File: config.mk
export PLATFORM = sky130hd
export DESIGN_NAME = sync_debouncer
export DESIGN_NICKNAME = d
export VERILOG_FILES = /design/src/rtl/sync_debouncer.sv
export SDC_FILE = /design/constraint.sdc
export NUM_CORES = 1
export LEC_CHECK = 0
export ABC_AREA = 1
export CORE_ASPECT_RATIO = 0.75
export CORE_MARGIN = 5
export CORE_UTILIZATION = 45
export CTS_BUF_LIST = sky130_fd_sc_hd__clkbuf_8
export DETAILED_ROUTE_END_ITERATION = 8
export GPL_TIMING_DRIVEN = 0
export PLACE_DENSITY_LB_ADDON = 0.08
export SLEW_MARGIN = 30
export SYNTH_ARGS = -nofsm -noshare
export SYNTH_HDL_FRONTEND = slang
export SYNTH_SLANG_ARGS = --single-unit
File: constraint.sdc
create_clock -name clk -period 2.3 [get_ports clk]
set_input_delay 0.345 -clock clk [delete_from_list [all_inputs] [get_ports clk]]
set_output_delay 0.345 -clock clk [all_outputs]
set_load 0.005 [all_outputs]
File: src/rtl/sync_debouncer.sv
// sync_debouncer: multi-channel input conditioner for asynchronous pins.
//
// Each channel passes through a STAGES-deep flip-flop synchronizer and then
// a debounce filter. The filter accepts a new level only once it has been
// seen for DEBOUNCE_CYCLES consecutive cycles. A pin change that settles
// before a rising edge appears on stable exactly STAGES+DEBOUNCE_CYCLES
// edges later.
//
// Optional feature macro: SYNC_DEBOUNCER_EDGE_EN
//   defined   : rise / fall / any_change are registered one-cycle pulses
//               that line up with the cycle in which stable changes.
//   undefined : the edge registers are left out and the three pulse
//               outputs are tied to 0. stable behaves the same either way,
//               and the port list does not change.
//
// Interface timing: there is no valid/ready handshake. stable is a level
// that is valid on every cycle. rise, fall and any_change are valid on
// every cycle and stay high for exactly one cycle per accepted change.
// reset is asynchronous and active-low. It clears every register at once.

module sync_debouncer #(
  parameter int WIDTH           = 4,
  parameter int STAGES          = 2,
  parameter int DEBOUNCE_CYCLES = 4
) (
  input  logic             clk,
  input  logic             reset,
  input  logic [WIDTH-1:0] asyncinput,
  output logic [WIDTH-1:0] stable,
  output logic [WIDTH-1:0] rise,
  output logic [WIDTH-1:0] fall,
  output logic             any_change
);

  // The counter holds values 0..DEBOUNCE_CYCLES-1. The width leaves room
  // for DEBOUNCE_CYCLES, so a DEBOUNCE_CYCLES of 1 still gets a 1-bit
  // counter.
  localparam int            CW      = $clog2(DEBOUNCE_CYCLES + 1);
  localparam logic [CW-1:0] CNT_MAX = CW'(DEBOUNCE_CYCLES - 1);
  localparam logic [CW-1:0] CNT_ONE = CW'(1);

  // Synchronizer chain. Index 0 samples the pin and index STAGES-1 is the
  // synchronized level.
  logic [STAGES-1:0][WIDTH-1:0] sync_q;
  logic [WIDTH-1:0]             sync_raw;

  // Per-channel debounce counters and the next-state values for them.
  logic [WIDTH-1:0][CW-1:0] cnt_q;
  logic [WIDTH-1:0][CW-1:0] cnt_d;
  logic [WIDTH-1:0]         stable_d;

  assign sync_raw = sync_q[STAGES-1];

  // Shift the raw pins through the synchronizer, one stage per clock.
  always_ff @(posedge clk or negedge reset) begin
    if (!reset) begin
      sync_q <= '0;
    end else begin
      sync_q <= {sync_q[STAGES-2:0], asyncinput};
    end
  end

  // Debounce decision, done for each channel on its own.
  // - Input matches stable: the count restarts, so a bounce back to the
  //   old level always throws away the progress made so far.
  // - Input differs and the count is at its limit: take the new level.
  // - Input differs otherwise: count up. The limit check above means the
  //   counter never goes past CNT_MAX and never wraps.
  always_comb begin
    cnt_d    = cnt_q;
    stable_d = stable;
    for (int i = 0; i < WIDTH; i++) begin
      if (sync_raw[i] == stable[i]) begin
        cnt_d[i] = '0;
      end else if (cnt_q[i] == CNT_MAX) begin
        stable_d[i] = sync_raw[i];
        cnt_d[i]    = '0;
      end else begin
        cnt_d[i] = cnt_q[i] + CNT_ONE;
      end
    end
  end

  // Store the debounced level and the counters.
  always_ff @(posedge clk or negedge reset) begin
    if (!reset) begin
      stable <= '0;
      cnt_q  <= '0;
    end else begin
      stable <= stable_d;
      cnt_q  <= cnt_d;
    end
  end

`ifdef SYNC_DEBOUNCER_EDGE_EN
  // The edge pulses are built from the same next-state value as stable,
  // so each pulse is high in the same cycle that stable shows its new value.
  always_ff @(posedge clk or negedge reset) begin
    if (!reset) begin
      rise       <= '0;
      fall       <= '0;
      any_change <= 1'b0;
    end else begin
      rise       <= stable_d & ~stable;
      fall       <= stable & ~stable_d;
      any_change <= |(stable_d ^ stable);
    end
  end
`else
  assign rise       = '0;
  assign fall       = '0;
  assign any_change = 1'b0;
`endif

endmodule

==> flow_summary.rst <==
.. list-table::
   :header-rows: 1

   * - Metric
     - Value
   * - Area of the mapped netlist
     - 0.00102 mm²
   * - DR iter-0 viols
     - 12
   * - Count of pins on the block boundary
     - 19
   * - Post-CTS sizing
     - 0
   * - Largest buffer count on any clock path
     - 2
   * - First-pass GRT wire length
     - 2560 µm
   * - DRC violations left
     - 0
   * - Total core area
     - 0.00223 mm²
   * - Setup tns final
     - 0 ns
   * - Average instance area after synthesis
     - 9.32 µm²
   * - Cell Chain, Critical Path
     - clkdlybuf4s50_1
   * - Max Clock Freq
     - 660 MHz
   * - Total number of nets in the final design
     - 142
   * - RSZ-0062 raised after global routing
     - false
   * - TritonCTS clock tree
     - done
   * - Post-layout minimum cycle time
     - 1.51 ns
   * - Horiz. Die Dim
     - 65.1 µm
   * - Pin count of the biggest net entering global routing
     - 25
   * - Sequential share of the synthesized area
     - 58.6%
   * - Data arrival time of the critical path
     - 1.17 ns
   * - Hold Violations, Final
     - 0
   * - Post-CTS setup buffer count
     - 0
   * - Die Outline Area
     - 0.00334 mm²
   * - Detail Route Antenna Nets
     - 0
   * - Worst-case setup margin in the final layout
     - 0.786 ns
   * - Count of pins over their slew limit
     - 0
   * - DPL Wire Length
     - 1080 µm
   * - Filler Cells Inserted
     - 207
   * - Endpoints failing setup
     - 0
   * - Number of vias in the routed layout
     - 643
   * - Layout area overhead
     - 19.7%
   * - CTS buffer count
     - 3
   * - CP required
     - 1.96 ns
   * - Critical path peak fanout
     - 4
   * - Power Dens Cells
     - 986 mW/mm²
   * - Power after layout
     - 1210 µW
   * - Transition time of the tightest slew-check pin
     - 0.503 ns
   * - Number of cell rows
     - 15
   * - Final period utilization
     - 65.8%
   * - Register bit total from synthesis
     - 24
   * - Largest voltage drop on the vdd net
     - 553 µV
   * - Leakage
     - 0.000663 µW
   * - Remaining Overflow, GRT
     - 0
   * - Hold-fix buffers, CTS
     - 0
   * - Post-synthesis instance total
     - 110
   * - DRT Wirelength
     - 1350 µm
   * - Top delay family on crit path
     - buffers and inverters
   * - Total number of clock tree sinks
     - 24
   * - Final weighted congestion in routability-driven placement
     - 0.666
   * - Clock latency on the worst-skew pair
     - 0.26 ns
   * - Max-cap violations
     - 0
   * - Placed standard-cell area
     - 0.00117 mm²
   * - Root Driver
     - sky130_fd_sc_hd__clkbuf_8
   * - Number of antenna violations at the first check in global routing
     - 0
   * - Slowest cell delay on critical path
     - 0.52 ns
   * - Hold WC Path Type
     - in2async
   * - Register clock-pin slew on the reported worst setup and hold paths
     - 0.08 ns
   * - Critical Path End Type
     - primary output
   * - Routed len/inst
     - 8.62 µm
   * - Overall die height
     - 51.3 µm
   * - Cell with the largest stage delay on the worst path
     - sky130_fd_sc_hd__clkdlybuf4s50_1
   * - Post-placement worst setup slack
     - 1.06 ns
   * - Via count of the first global-routing pass
     - 657
   * - Type of element launching the critical path
     - flop
   * - Vias per inst
     - 4.12
   * - Number of diodes
     - 0
   * - Clock Skews
     - 0.00269 ns
   * - Total Routing Usage GR
     - 10.1%
   * - Number of buffer cells added on primary ports
     - 9
   * - Path type of the worst setup path
     - reg2out
   * - Unique masters post-synth
     - 9
   * - Synthesis warning total
     - 0
   * - Outcome
     - completed
   * - Initial Utilization
     - 45.9%
   * - Count of TritonRoute iterations in the first routing pass
     - 4
   * - Fraction of final layout cells with drive strength greater than 1
     - 19.1%
   * - Finished Cell Area
     - 0.00123 mm²
   * - Relative slew slack
     - 66.4%
   * - Bufs and invs on worst path
     - 1
   * - Number of H-tree branching levels
     - 1
==> layer usage <==
| layer | up-vias | track usage [%] | part of all wire (%) |
|---|---|---|---|
| li1 | 343 | - | - |
| met1 | 286 | 11.3 | 46 |
| met2 | 14 | 17.8 | 48 |
| met3 | 0 | 4.62 | 5.9 |
| met4 | 0 | 2.07 | 0 |
| met5 | - | 0 | 0 |
==> area by class of cell <==
| cell class | instances | area, µm² | area share, % |
|---|---|---|---|
| Buffer | 9 | 67.6 | 5.51 |
| Clock buffer | 4 | 55.1 | 4.49 |
| Inverter | 21 | 78.8 | 6.43 |
| Multi-Input combinational cell | 64 | 308 | 25.1 |
| Sequential cell | 24 | 601 | 49.0 |
| Tap cell | 25 | 31.3 | 2.55 |
| Timing Repair Buffer | 9 | 85.1 | 6.94 |
==> flip-flops by register name, summed over array words and instances, names as in the netlist <==
register and flops:
sync_q 4, stable 4, cnt_q 12, sync_raw 4
==> cell usage after synthesis <==
cell type                 count  area, µm²
sky130_fd_sc_hd__dfrtp_1     24        601
sky130_fd_sc_hd__nand2_1     24       90.1
sky130_fd_sc_hd__inv_1       21       78.8
sky130_fd_sc_hd__nor2_1      12       45.0
sky130_fd_sc_hd__nand2_2     11       68.8
sky130_fd_sc_hd__buf_4        9       67.6
sky130_fd_sc_hd__ha_1         4       50.1
sky130_fd_sc_hd__nand3_1      4       20.0
sky130_fd_sc_hd__conb_1       1       3.75
==> through the flow <==
stage	hold WS (ns)	instances	utilization (%)
2_1_floorplan	0.0494	118	-
3_3_place_gp	0.333	152	52.7
3_5_place_dp	0.336	152	52.4
4_1_cts	0.0620	156	54.9
5_1_grt	0.0821	156	54.9
6_report	0.0466	156	54.9
==> placed cells by master (no fill, tap or decap) <==
cell,Yosys,layout
sky130_fd_sc_hd__clkbuf_8,0,4
sky130_fd_sc_hd__conb_1,1,9
sky130_fd_sc_hd__buf_4,9,9
sky130_fd_sc_hd__dfrtp_1,24,24
sky130_fd_sc_hd__nand2_2,11,11
sky130_fd_sc_hd__inv_1,21,21
sky130_fd_sc_hd__clkdlybuf4s50_1,0,8
sky130_fd_sc_hd__nand3_1,4,4
sky130_fd_sc_hd__nor2_1,12,12
sky130_fd_sc_hd__buf_2,0,1
sky130_fd_sc_hd__ha_1,4,4
sky130_fd_sc_hd__nand2_1,24,24
==> final timing paths <==
path	start	endpoint	slack [ns]	cells after the start
max	stable[3]$_DFFE_PN0P_	stable[3]	0.79	1
min	reset	sync_q[2]$_DFF_PN0_	0.05	1
max reg2reg	cnt_q[0]$_DFF_PN0_	cnt_q[0]$_DFF_PN0_	1.33	4
min reg2reg	sync_q[2]$_DFF_PN0_	sync_raw[2]$_DFF_PN0_	0.35	0
max in group asynchronous	reset	cnt_q[5]$_DFF_PN0_	1.92	1
min in group clk	sync_q[2]$_DFF_PN0_	sync_raw[2]$_DFF_PN0_	0.35	0
==> cells by family after synthesis <==
family                     after synthesis  share of synthesized area, %
and+or+nand+nor                         51                          21.9
buffers and inverters                   30                          14.3
DFF                                     24                          58.6
adders and majority gates                4                          4.88
other                                    1                         0.366
==> power by group <==
group	total, µW	switching, µW	internal, µW	leakage [µW]
combinational	362	186	176	0.000333
sequential	576	57.3	519	0.000302
clock	271	119	152	0.0000288
total	1210	362	847	0.000663
Power figures use the tool's default switching activity.
